**src/rtl/temp_avg_pkg.sv**
```systemverilog
// Shared types and helpers for the temperature moving-average stage.
package temp_avg_pkg;

    localparam int TEMP_W         = 6;
    localparam int LOG2_N_DEFAULT = 3;
    // Widest running sum over the legal window depths (LOG2_N up to 6).
    localparam int SUM_MAX_W      = TEMP_W + 6;

    typedef logic [TEMP_W-1:0] temp_t;

    // Divide by 2**log2n, rounding halves up.
    function automatic temp_t round_shift(input logic [SUM_MAX_W-1:0] sum, input int log2n);
        logic [SUM_MAX_W:0] t;
        t = {1'b0, sum} + ((SUM_MAX_W+1)'(1) << (log2n - 1));
        return temp_t'(t >> log2n);
    endfunction

endpackage

```
**src/rtl/temp_sample_ring.sv**
```systemverilog
// N-entry circular sample buffer; presents the entry about to be overwritten.
module temp_sample_ring
    import temp_avg_pkg::*;
#(
    parameter int LOG2_N = LOG2_N_DEFAULT
) (
    input  logic              clk,
    input  logic              rst_n,
    input  logic              clear,
    input  logic              wr_en,
    input  logic [TEMP_W-1:0] wr_data,
    output logic [TEMP_W-1:0] rd_data
);

    localparam int N = 1 << LOG2_N;

    logic [TEMP_W-1:0] mem_q [N];
    logic [LOG2_N-1:0] wr_ptr_q;
    logic [LOG2_N-1:0] wr_ptr_d;

    always_comb begin
        wr_ptr_d = wr_ptr_q;
        if (clear) begin
            wr_ptr_d = '0;
        end else if (wr_en) begin
            wr_ptr_d = wr_ptr_q + 1'b1;
        end
    end

    always_ff @(posedge clk or negedge rst_n) begin
        if (!rst_n) begin
            wr_ptr_q <= '0;
        end else begin
            wr_ptr_q <= wr_ptr_d;
        end
    end

    // Contents are meaningless until written, so the array carries no reset.
    always_ff @(posedge clk) begin
        if (wr_en) begin
            mem_q[wr_ptr_q] <= wr_data;
        end
    end

    assign rd_data = mem_q[wr_ptr_q];

endmodule

```
**src/rtl/temp_window_avg.sv**
```systemverilog
// Sliding-window rounded average of temperature samples for the display decoder.
module temp_window_avg
    import temp_avg_pkg::*;
#(
    parameter int LOG2_N = LOG2_N_DEFAULT
) (
    input  logic              clk,
    input  logic              rst_n,
    input  logic              clear,
    input  logic              sample_valid,
    input  logic [TEMP_W-1:0] sample,
    output logic [TEMP_W-1:0] avg,
    output logic              avg_valid,
    output logic              filled
);

    // Handshake: sample_valid has no ready; every edge with sample_valid high and
    // clear low accepts one sample. avg_valid pulses for one cycle per accepted
    // sample once the window is full and is never held off.

    localparam int N     = 1 << LOG2_N;
    localparam int CNT_W = LOG2_N + 1;
    localparam int SUM_W = TEMP_W + LOG2_N;

    logic [CNT_W-1:0]  count_q, count_d;
    logic [SUM_W-1:0]  sum_q, sum_d;
    temp_t             avg_q, avg_d;
    logic              avg_valid_q, avg_valid_d;
    logic              filled_q, filled_d;
    logic              accept;
    logic              full;
    logic [TEMP_W-1:0] ring_rd;
    logic [TEMP_W-1:0] oldest;

    assign accept = sample_valid & ~clear;
    assign full   = (count_q == CNT_W'(N));

    temp_sample_ring #(.LOG2_N(LOG2_N)) u_ring (
        .clk     (clk),
        .rst_n   (rst_n),
        .clear   (clear),
        .wr_en   (accept),
        .wr_data (sample),
        .rd_data (ring_rd)
    );

    // Until the window is full the slot being written never contributed to sum.
    assign oldest = full ? ring_rd : '0;

    always_comb begin
        count_d     = count_q;
        sum_d       = sum_q;
        avg_d       = avg_q;
        avg_valid_d = 1'b0;
        if (clear) begin
            count_d = '0;
            sum_d   = '0;
            avg_d   = '0;
        end else if (sample_valid) begin
            sum_d = sum_q + SUM_W'(sample) - SUM_W'(oldest);
            if (!full) begin
                count_d = count_q + 1'b1;
            end
            if (count_d == CNT_W'(N)) begin
                avg_d       = round_shift(SUM_MAX_W'(sum_d), LOG2_N);
                avg_valid_d = 1'b1;
            end
        end
        filled_d = (count_d == CNT_W'(N));
    end

    always_ff @(posedge clk or negedge rst_n) begin
        if (!rst_n) begin
            count_q     <= '0;
            sum_q       <= '0;
            avg_q       <= '0;
            avg_valid_q <= 1'b0;
            filled_q    <= 1'b0;
        end else begin
            count_q     <= count_d;
            sum_q       <= sum_d;
            avg_q       <= avg_d;
            avg_valid_q <= avg_valid_d;
            filled_q    <= filled_d;
        end
    end

    assign avg       = avg_q;
    assign avg_valid = avg_valid_q;
    assign filled    = filled_q;

endmodule
```
**config.mk**
```make
export PLATFORM = sky130hd
export DESIGN_NAME = temp_window_avg
export DESIGN_NICKNAME = d
export VERILOG_FILES = /design/src/rtl/temp_avg_pkg.sv /design/src/rtl/temp_sample_ring.sv /design/src/rtl/temp_window_avg.sv
export SDC_FILE = /design/constraint.sdc
export NUM_CORES = 1
export LEC_CHECK = 0
export ABC_AREA = 1
export BUFFER_PORTS_ARGS = -buffer_cell sky130_fd_sc_hd__buf_2
export CAP_MARGIN = 20
export CORE_MARGIN = 3
export CORE_UTILIZATION = 55
export DETAILED_ROUTE_END_ITERATION = 6
export GPL_ROUTABILITY_DRIVEN = 0
export GPL_TIMING_DRIVEN = 0
export MAX_ROUTING_LAYER = met4
export PLACE_DENSITY_LB_ADDON = 0.2
export RECOVER_POWER = 100
export SLEW_MARGIN = 30
export SYNTH_ARGS = -nofsm -noshare
export SYNTH_HDL_FRONTEND = slang
export SYNTH_SLANG_ARGS = --single-unit
export TNS_END_PERCENT = 10
```
**constraint.sdc**
```tcl
create_clock -name clk -period 3.35 [get_ports clk]
set_input_delay 0.67 -clock clk [delete_from_list [all_inputs] [get_ports clk]]
set_output_delay 0.67 -clock clk [all_outputs]
set_load 0.03 [all_outputs]
```
==> results.md, run 1 <==
- Outcome: finished, final reports clean
- Sequential area share after synthesis: 0.565
- Synth warn: 0
- TNS Setup: 0 ns
- First-pass GRT wire length: 12,800 um
- Syn avg cell area: 9.62 sq um
- Fillers: 474
- Hold_ws: 0.468 ns
- Max incr delay on CP: 0.59 ns
- Period utilisation layout: 0.973
- Chip Width: 87.1 um
- Main synth FF type: edfxtp_1
- Most common cell on crit path: nand3_2
- Via Count: 2,695
- CTS buffer count: 9
- Largest net degree at the start of global routing: 25
- Total GRT Usage: 0.238
- Clock period minus worst slack: 3.26 ns
- Critical-path top delay cell: fa_2
- PnR Total Power: 2.40 mW
- Wire length per cell: 16.6 um
- WP data arrival: 3.56 ns
- PortBufs: 17
- Initial Utilization: 0.590
- Peak Freq: 0.307 GHz
- Crit path launch type: flip-flop
- Cell variety after synth: 29
- Share of cells above drive strength 1: 0.201
- EDFF count, synth: 48
- P_leak: 1.78 nW
- Layout Skew: 0.0106 ns
- CP Capture Type: flip-flop
- Max_cap viols: 0
- Cell Area, Placed: 3790 sq um
- Die Span Y: 87.1 um
- Syn Std Cell Area: 3620 sq um
- Worst setup margin: 0.0901 ns
- GRT Residual Overflow: 0
- Cell chain of the critical path: buf_6, buf_6, nor2_1, nor2_2, o21ai_1, a41oi_2, fa_2, inv_1, ha_1, nand3_2, nand3_2, nand2_2, nand2_1, inv_1, ha_2, nand3_2, o21ai_0, nand3_1, nand2_1
- Core footprint: 6130 sq um
- Post-DP HPWL: 5710 um
- Yosys reg bits: 72
- Die area: 7580 sq um
- Synth Instances: 376
- Pre-Repair DR Iteration Count: 5
- Ant. Diodes: 0
- Relative slew margins: 0.116
- DP Worst Slack: -0.441 ns
- FFs w/ async S/R, synth: 0.333
- # clock sinks: 72
- CTS Root Cell: clkbuf_8
- Synth area leaders: edfxtp_1 40%, dfrtp_1 17%, nand2_1 7.0%
- Worst-Margin Slew: 1.33 ns
- Critical Path RT: 3.65 ns
- 1st-iter DRT viols: 266
- Final ANT Viol Nets: 0
- Clock Pin Slew Worst Setup and Hold Paths: 0.08 ns
- Post-synth top cells: 67 x nand2_1, 66 x nor2_1, 57 x inv_1
- Post-Route WL: 8120 um
- Final Max Tran Viols: 0
- CTS tree: done
- DR vias/cell: 5.52
- CTS Hold Bufs: 0
- Post-synth top area cell: edfxtp_1
- Worst Setup Path Type: reg -> reg
- Top Ports: 18
- Post-route cell area: 4200 sq um
- H-tree Lvls: 3
- Initial antenna violation count: 0
- CTS Buffer Depth: 2
- Final setup violation count: 0
- Nets: 437
- Final hold violations: 0
- # rows: 28
- CP Max Fanout: 10
- Clk_lat worst skew: 0.35 ns
- Number of global-route vias before repair: 2,547
- P&R area growth vs syn: 16.1%
- VDD IR max: 0.000424 V
- Yosys top cell area share: 0.399
- Total power density per cell area: 573 nW/um^2
- Syn_nets: 405
- Worst Hold Class: reg -> reg
- Residual DRC count: 0
- Top-count cell post-synth: nand2_1
critical path, delay by kind of cell (launching register included):
kind | cells | cell delay [ns]
fa+ha+maj | 3 | 1.09
simple gates | 9 | 0.82
compound gates | 3 | 0.47
buf+inv | 4 | 0.42
flops | 1 | 0.40
cells in the final DEF (no fill, tap or decap), types with 2 or more instances in the layout:
cell type,n
buf_6,5
nand3_1,13
edfxtp_1,48
nor2_4,2
nand3_2,3
a41oi_2,5
nand2_2,5
fa_2,2
clkinvlp_4,2
xor2_1,2
dfrtp_1,23
buf_2,11
a21oi_2,2
nand4_1,4
a21oi_1,2
o21ai_4,2
nor2_1,59
ha_1,8
ha_2,3
o21ai_0,15
clkbuf_1,9
nor2_2,8
o21ai_2,5
o22ai_1,9
inv_1,54
o21ai_1,12
fa_1,4
inv_2,3
ha_4,2
nand2_1,63
buf_4,5
clkbuf_8,9
layout make-up:
type / count / area [sq um] / area share
Sequential cell: 72 / 2040 / 0.487
Multi-Input combinational cell: 239 / 1500 / 0.358
Inverter: 58 / 220 / 0.0525
Clock buffer: 11 / 131 / 0.0313
Timing Repair Buffer: 21 / 108 / 0.0256
Tap cell: 75 / 93.8 / 0.0224
Buffer: 7 / 67.6 / 0.0161
Clock inverter: 5 / 32.5 / 0.00775
through the flow:
step	util	cells
2_1_floorplan	-	376
3_3_place_gp	0.619	468
3_5_place_dp	0.619	468
4_1_cts	0.656	484
5_1_grt	0.685	488
6_report	0.685	488
cells by family (layout without fill, tap and decap cells):
logic type      count (synthesis)  after routing  synth area share
simple gates                  161            161             0.189
flops                          72             72             0.565
buf+inv                        65            102            0.0695
compound gates                 54             54            0.0848
fa+ha+maj                      19             19            0.0782
xor+xnor                        5              5            0.0142
registers in the layout, indices dropped and copies added (netlist names):
signal,cells
u_ring.wr_ptr_q,3
u_ring.mem_q,48
sum_q,9
avg_valid,1
count_q,4
filled,1
avg,6
where the power goes:
group	total [mW]	switching (mW)	internal [mW]
clock network	0.595	0.327	0.268
logic	0.802	0.512	0.290
registers	1.01	0.0202	0.989
total	2.40	0.859	1.55
path summary, 6_finish.rpt:
| kind | startpoint | cells past startpoint | to | slack, ns |
|---|---|---|---|---|
| max in group asynchronous | rst_n | 1 | u_ring.wr_ptr_q[1]$_DFFE_PN0P_ | 1.88 |
| min in group asynchronous | rst_n | 1 | count_q[2]$_DFF_PN0_ | 0.60 |
| worst max register to register | u_ring.wr_ptr_q[0]$_DFFE_PN0P_ | 19 | avg[3]$_DFFE_PN0P_ | 0.09 |
| worst min register to register | avg[0]$_DFFE_PN0P_ | 2 | avg[0]$_DFFE_PN0P_ | 0.47 |
| worst max-delay path | u_ring.wr_ptr_q[0]$_DFFE_PN0P_ | 19 | avg[3]$_DFFE_PN0P_ | 0.09 |
| worst min-delay path | avg[0]$_DFFE_PN0P_ | 2 | avg[0]$_DFFE_PN0P_ | 0.47 |
timing repair:
item / 4_1_cts / 5_1_grt
endpoints found under the setup margin: 8 / 9
gates resized for setup: 24 / 53
pin swaps: 4 / 8
setup buffers: 0 / 4
routing by layer:
layer	GRT usage	part of all wire	up-vias
met5	-	0	-
met4	0.0722	0.016	0
met3	0.0587	0.050	13
met2	0.346	0.47	80
met1	0.331	0.46	1298
li1	-	-	1304
No activity file was read; power rests on OpenSTA's default activity.
==> inputs of run 2 (changes only) <==
Settings changed: CORE_ASPECT_RATIO from default to 1.2.
==> run 2 against run 1 <==
Effect of this change: power is 2.6% higher; die area barely moved; clock power rose by 11%.
==> results.md, run 2 (same netlist as run 1, synthesis figures left out) <==
- Outcome: finished, final reports clean
- Top Ports: 18
- Residual DRC count: 0
- VDD IR max: 0.000437 V
- Final ANT Viol Nets: 0
- Number of global-route vias before repair: 2,579
- Critical Path RT: 3.60 ns
- CTS buffer count: 9
- Relative slew margins: 0.154
- WP data arrival: 3.39 ns
- Ant. Diodes: 0
- # rows: 31
- 1st-iter DRT viols: 135
- P&R area growth vs syn: 17.4%
- Number of flip-flops in the largest register: 48
- CTS Buffer Depth: 2
- Die area: 7590 sq um
- Hold_ws: 0.470 ns
- Chip Width: 80.0 um
- Nets: 438
- Worst setup margin: 0.205 ns
- Post-Route WL: 7710 um
- Final Max Tran Viols: 0
- DP Worst Slack: -0.436 ns
- PortBufs: 17
- Largest net degree at the start of global routing: 25
- CTS Hold Bufs: 0
- Clock Pin Slew Worst Setup and Hold Paths: 0.07 ns
- Max_cap viols: 0
- Most frequent cells in the layout: 62 x nand2_1, 60 x nor2_1, 51 x inv_1, 48 x edfxtp_1, 24 x dfrtp_1
- CTS Root Cell: clkbuf_8
- Layout Skew: 0.0115 ns
- PnR Total Power: 2.47 mW
- Die Span Y: 94.8 um
- Critical-path top delay cell: fa_1
- Worst-Margin Slew: 1.27 ns
- Clock period minus worst slack: 3.14 ns
- Core footprint: 6210 sq um
- Total GRT Usage: 0.221
- GRT Residual Overflow: 0
- # clock sinks: 72
- Delay-heaviest family, CP: simple AND/OR/NAND/NOR gates
- Peak Freq: 0.318 GHz
- CP Max Fanout: 10
- Commonest non-fill, non-tap cell in the layout: nand2_1
- Via Count: 2,686
- Final setup violation count: 0
- Worst Hold Class: reg -> reg
- H-tree Lvls: 3
- Pre-Repair DR Iteration Count: 5
- TNS Setup: 0 ns
- Cell chain of the critical path: buf_6, buf_6, nor2_1, nor2_1, o21ai_1, a41oi_2, fa_1, inv_1, ha_1, a21oi_1, nand3_1, nand2_1, nand2_1, nor2_1, nand3_1, nand3_1, nand2_1
- Period utilisation layout: 0.939
- Total power density per cell area: 581 nW/um^2
- Share of cells above drive strength 1: 0.200
- Clk_lat worst skew: 0.36 ns
- Most flops, register: u_ring.mem_q
- DR vias/cell: 5.42
- Initial Utilization: 0.583
- Cell Area, Placed: 3800 sq um
- Initial antenna violation count: 0
- Post-route cell area: 4250 sq um
- Wire length per cell: 15.5 um
- Final hold violations: 0
- CP Capture Type: flip-flop
- Worst Setup Path Type: reg -> reg
- Max incr delay on CP: 0.50 ns
- First-pass GRT wire length: 12,200 um
- Post-DP HPWL: 5320 um
- WP buf/inv: 3
- Crit path launch type: flip-flop
- CTS tree: done
- P_leak: 1.79 nW
==> run 2: worst reg2reg max path, cell delays in order, from the launching register on <==
cell and delay, ns:
dfrtp_1 0.40, buf_6 0.15, buf_6 0.14, nor2_1 0.10
nor2_1 0.05, o21ai_1 0.14, a41oi_2 0.18, fa_1 0.50
inv_1 0.04, ha_1 0.35, a21oi_1 0.25, nand3_1 0.11
nand2_1 0.11, nand2_1 0.12, nor2_1 0.17, nand3_1 0.08
nand3_1 0.09, nand2_1 0.06
==> run 2: final timing paths <==
path / startpoint / to / slack (ns) / cells after the start
setup / recovery: u_ring.wr_ptr_q[0]$_DFFE_PN0P_ / avg[5]$_DFFE_PN0P_ / 0.21 / 17
hold / removal: avg[0]$_DFFE_PN0P_ / avg[0]$_DFFE_PN0P_ / 0.47 / 2
setup reg to reg: u_ring.wr_ptr_q[0]$_DFFE_PN0P_ / avg[5]$_DFFE_PN0P_ / 0.21 / 17
hold reg to reg: avg[0]$_DFFE_PN0P_ / avg[0]$_DFFE_PN0P_ / 0.47 / 2
max in group asynchronous: rst_n / avg[3]$_DFFE_PN0P_ / 2.03 / 1
min in group asynchronous: rst_n / count_q[2]$_DFF_PN0_ / 0.56 / 1
==> run 2: layout make-up <==
type | instances | area, sq um
clock buffer | 13 | 170
multi-input combinational | 239 | 1500
sequential | 72 | 2040
inverter | 58 | 220
buffer | 7 | 71.3
fill | 487 | 1960
clock inverter | 3 | 23.8
tap | 82 | 103
timing repair buffer | 22 | 114
==> run 2: power by group <==
| part | switching, mW | total (mW) | internal [mW] |
|---|---|---|---|
| clock | 0.326 | 0.663 | 0.337 |
| sequential | 0.0215 | 1.01 | 0.988 |
| combinational | 0.501 | 0.795 | 0.295 |
| total | 0.848 | 2.47 | 1.62 |
==> run 2: layer usage <==
| layer | GRT usage | up-vias | routed length, um |
|---|---|---|---|
| met4 | 0.130 | 0 | 294 |
| met1 | 0.270 | 1265 | 3110 |
| met3 | 0.0391 | 22 | 373 |
| met5 | - | - | 0 |
| met2 | 0.344 | 91 | 3930 |
| li1 | - | 1308 | - |
==> run 2: repair_timing <==
item	4_1_cts	5_1_grt
buffers inserted	1	4
setup endpoints to repair	7	6
pin swaps	2	8
resized for setup	17	59
hold endpoints to repair	0	0
==> run 2: per-stage QoR <==
| stage | util | instances |
|---|---|---|
| floorplan | - | 376 |
| global placement | 0.613 | 475 |
| detailed placement | 0.613 | 475 |
| CTS | 0.652 | 492 |
| global route | 0.684 | 496 |
| finish | 0.684 | 496 |
==> inputs of run 3 (changes only) <==
Settings changed: PLACE_DENSITY from default to 0.76, PLACE_DENSITY_LB_ADDON 0.2 to default.
==> run 3 against run 2 <==
Effect of this change: core utilization rose by 2.7 points; fmax shrank 3.0%; hold slack better by 0.00099 ns.
==> results.md, run 3 (same netlist as run 1, synthesis figures left out) <==
- Outcome: finished, final reports clean
- Post-Route WL: 8360 um
- Post-DP HPWL: 5420 um
- CTS Root Cell: clkbuf_8
- PortBufs: 17
- Number of flip-flops in the largest register: 48
- Core footprint: 6210 sq um
- Initial Utilization: 0.583
- Wire length per cell: 16.7 um
- Clk_lat worst skew: 0.37 ns
- Delay-heaviest family, CP: simple AND/OR/NAND/NOR gates
- TNS Setup: 0 ns
- CTS tree: done
- Die Span Y: 94.8 um
- DP Worst Slack: -0.554 ns
- Residual DRC count: 0
- Via Count: 2,794
- # clock sinks: 72
- H-tree Lvls: 3
- Min-delay src: avg[0]$_DFFE_PN0P_
- WP data arrival: 3.50 ns
- VDD IR max: 0.000353 V
- Share of cells above drive strength 1: 0.208
- Total power density per cell area: 619 nW/um^2
- Cell Area, Placed: 3800 sq um
- WP buf/inv: 4
- # rows: 31
- Layout Skew: 0.0119 ns
- Die area: 7590 sq um
- Worst-Margin Slew: 1.35 ns
- Most flops, register: u_ring.mem_q
- Max incr delay on CP: 0.47 ns
- Largest net degree at the start of global routing: 25
- Crit path launch type: flip-flop
- Most frequent cells in the layout: 60 x nand2_1, 57 x nor2_1, 51 x inv_1, 48 x edfxtp_1, 24 x dfrtp_1
- Commonest non-fill, non-tap cell in the layout: nand2_1
- Post-route cell area: 4410 sq um
- Final setup violation count: 0
- PnR Total Power: 2.73 mW
- Ant. Diodes: 0
- Pre-Repair DR Iteration Count: 5
- Final ANT Viol Nets: 0
- Hold_ws: 0.471 ns
- Worst Hold Class: reg -> reg
- P&R area growth vs syn: 22.0%
- Number of global-route vias before repair: 2,748
- Critical-path top delay cell: fa_1
- First-pass GRT wire length: 12,900 um
- Relative slew margins: 0.101
- Period utilisation layout: 0.968
- CTS Hold Bufs: 0
- Max_cap viols: 0
- Initial antenna violation count: 0
- Nets: 442
- Top Ports: 18
- Fillers: 435
- GRT Residual Overflow: 0
- Clock Pin Slew Worst Setup and Hold Paths: 0.08 ns
- Worst Setup Path Type: reg -> reg
- Clock period minus worst slack: 3.24 ns
- Worst setup margin: 0.107 ns
- Critical Path Source: u_ring.wr_ptr_q[0]$_DFFE_PN0P_
- Cell chain of the critical path: buf_6, buf_8, nor2_1, nor2_1, o21ai_1, a41oi_4, fa_1, buf_4, fa_2, inv_1, nand3_1, nand4_1, nand2_1, nor2_2, nand3_1, nand3_1, nand2_1
- DR vias/cell: 5.59
- Peak Freq: 0.308 GHz
- CTS buffer count: 9
- Most common cell on crit path: nand3_1
- CTS Buffer Depth: 2
- 1st-iter DRT viols: 163
- P_leak: 1.82 nW
- Chip Width: 80.0 um
- Final Max Tran Viols: 0
- Total GRT Usage: 0.239
- CP Capture Type: flip-flop
- CP Max Fanout: 10
- Critical Path RT: 3.61 ns
- FF-to-FF Start: u_ring.wr_ptr_q[0]$_DFFE_PN0P_
- Final hold violations: 0
[run 3: cell types whose count changed in the layout (fill, tap and decap cells not counted), sizes merged]
| cell | change |
|---|---|
| buf | -6 |
| inv | +4 |
| clkinvlp | -2 |
| clkbuf | +6 |
| bufinv | +2 |
[run 3: metal layers]
layer  share of wire  track usage  vias to the layer above
li1                -            -                     1321
met1            0.39        0.272                     1347
met2            0.52        0.410                      107
met3           0.066       0.0410                       19
met4           0.022        0.108                        0
met5               0            -                        -
[run 3: final timing paths]
path	end	cells past startpoint	slack, ns
max	avg[5]$_DFFE_PN0P_	17	0.11
min	avg[0]$_DFFE_PN0P_	2	0.47
max reg2reg	avg[5]$_DFFE_PN0P_	17	0.11
min reg2reg	avg[0]$_DFFE_PN0P_	2	0.47
max in group asynchronous	sum_q[7]$_DFFE_PN0P_	1	1.96
min in group asynchronous	count_q[2]$_DFF_PN0_	1	0.59
[run 3: cell type report]
class / instances / area [sq um] / share of cell area
flip-flops and latches: 72 / 2040 / 0.463
multi-input cells: 239 / 1600 / 0.363
inverters: 58 / 220 / 0.0499
repair buffers: 26 / 136 / 0.0309
clock buffers: 9 / 124 / 0.0281
clock inverters: 7 / 109 / 0.0247
well taps: 82 / 103 / 0.0232
plain buffers: 7 / 78.8 / 0.0179
[run 3: worst reg2reg max path, cell delays in order (launching register included)]
cell	delay [ns]
dfrtp_1	0.42
buf_6	0.16
buf_8	0.14
nor2_1	0.13
nor2_1	0.06
o21ai_1	0.15
a41oi_4	0.15
fa_1	0.47
buf_4	0.15
fa_2	0.39
inv_1	0.13
nand3_1	0.12
nand4_1	0.16
nand2_1	0.14
nor2_2	0.16
nand3_1	0.08
nand3_1	0.09
nand2_1	0.05
[run 3: power breakdown]
part | leakage, nW | switching, mW | internal (mW)
Combinational | 0.938 | 0.561 | 0.345
Sequential | 0.760 | 0.0202 | 0.988
Clock | 0.119 | 0.378 | 0.437
Total | 1.82 | 0.959 | 1.77
[run 3: repair_timing]
action,in CTS,in global routing
resized for setup,30,71
pin swaps,5,13
setup buffers,2,7
endpoints found under the setup margin,9,7
[run 3: metrics by stage]
stage / utilization / cells
2_1_floorplan: - / 376
3_3_place_gp: 0.613 / 475
3_5_place_dp: 0.613 / 475
4_1_cts: 0.667 / 493
5_1_grt: 0.711 / 500
6_report: 0.711 / 500
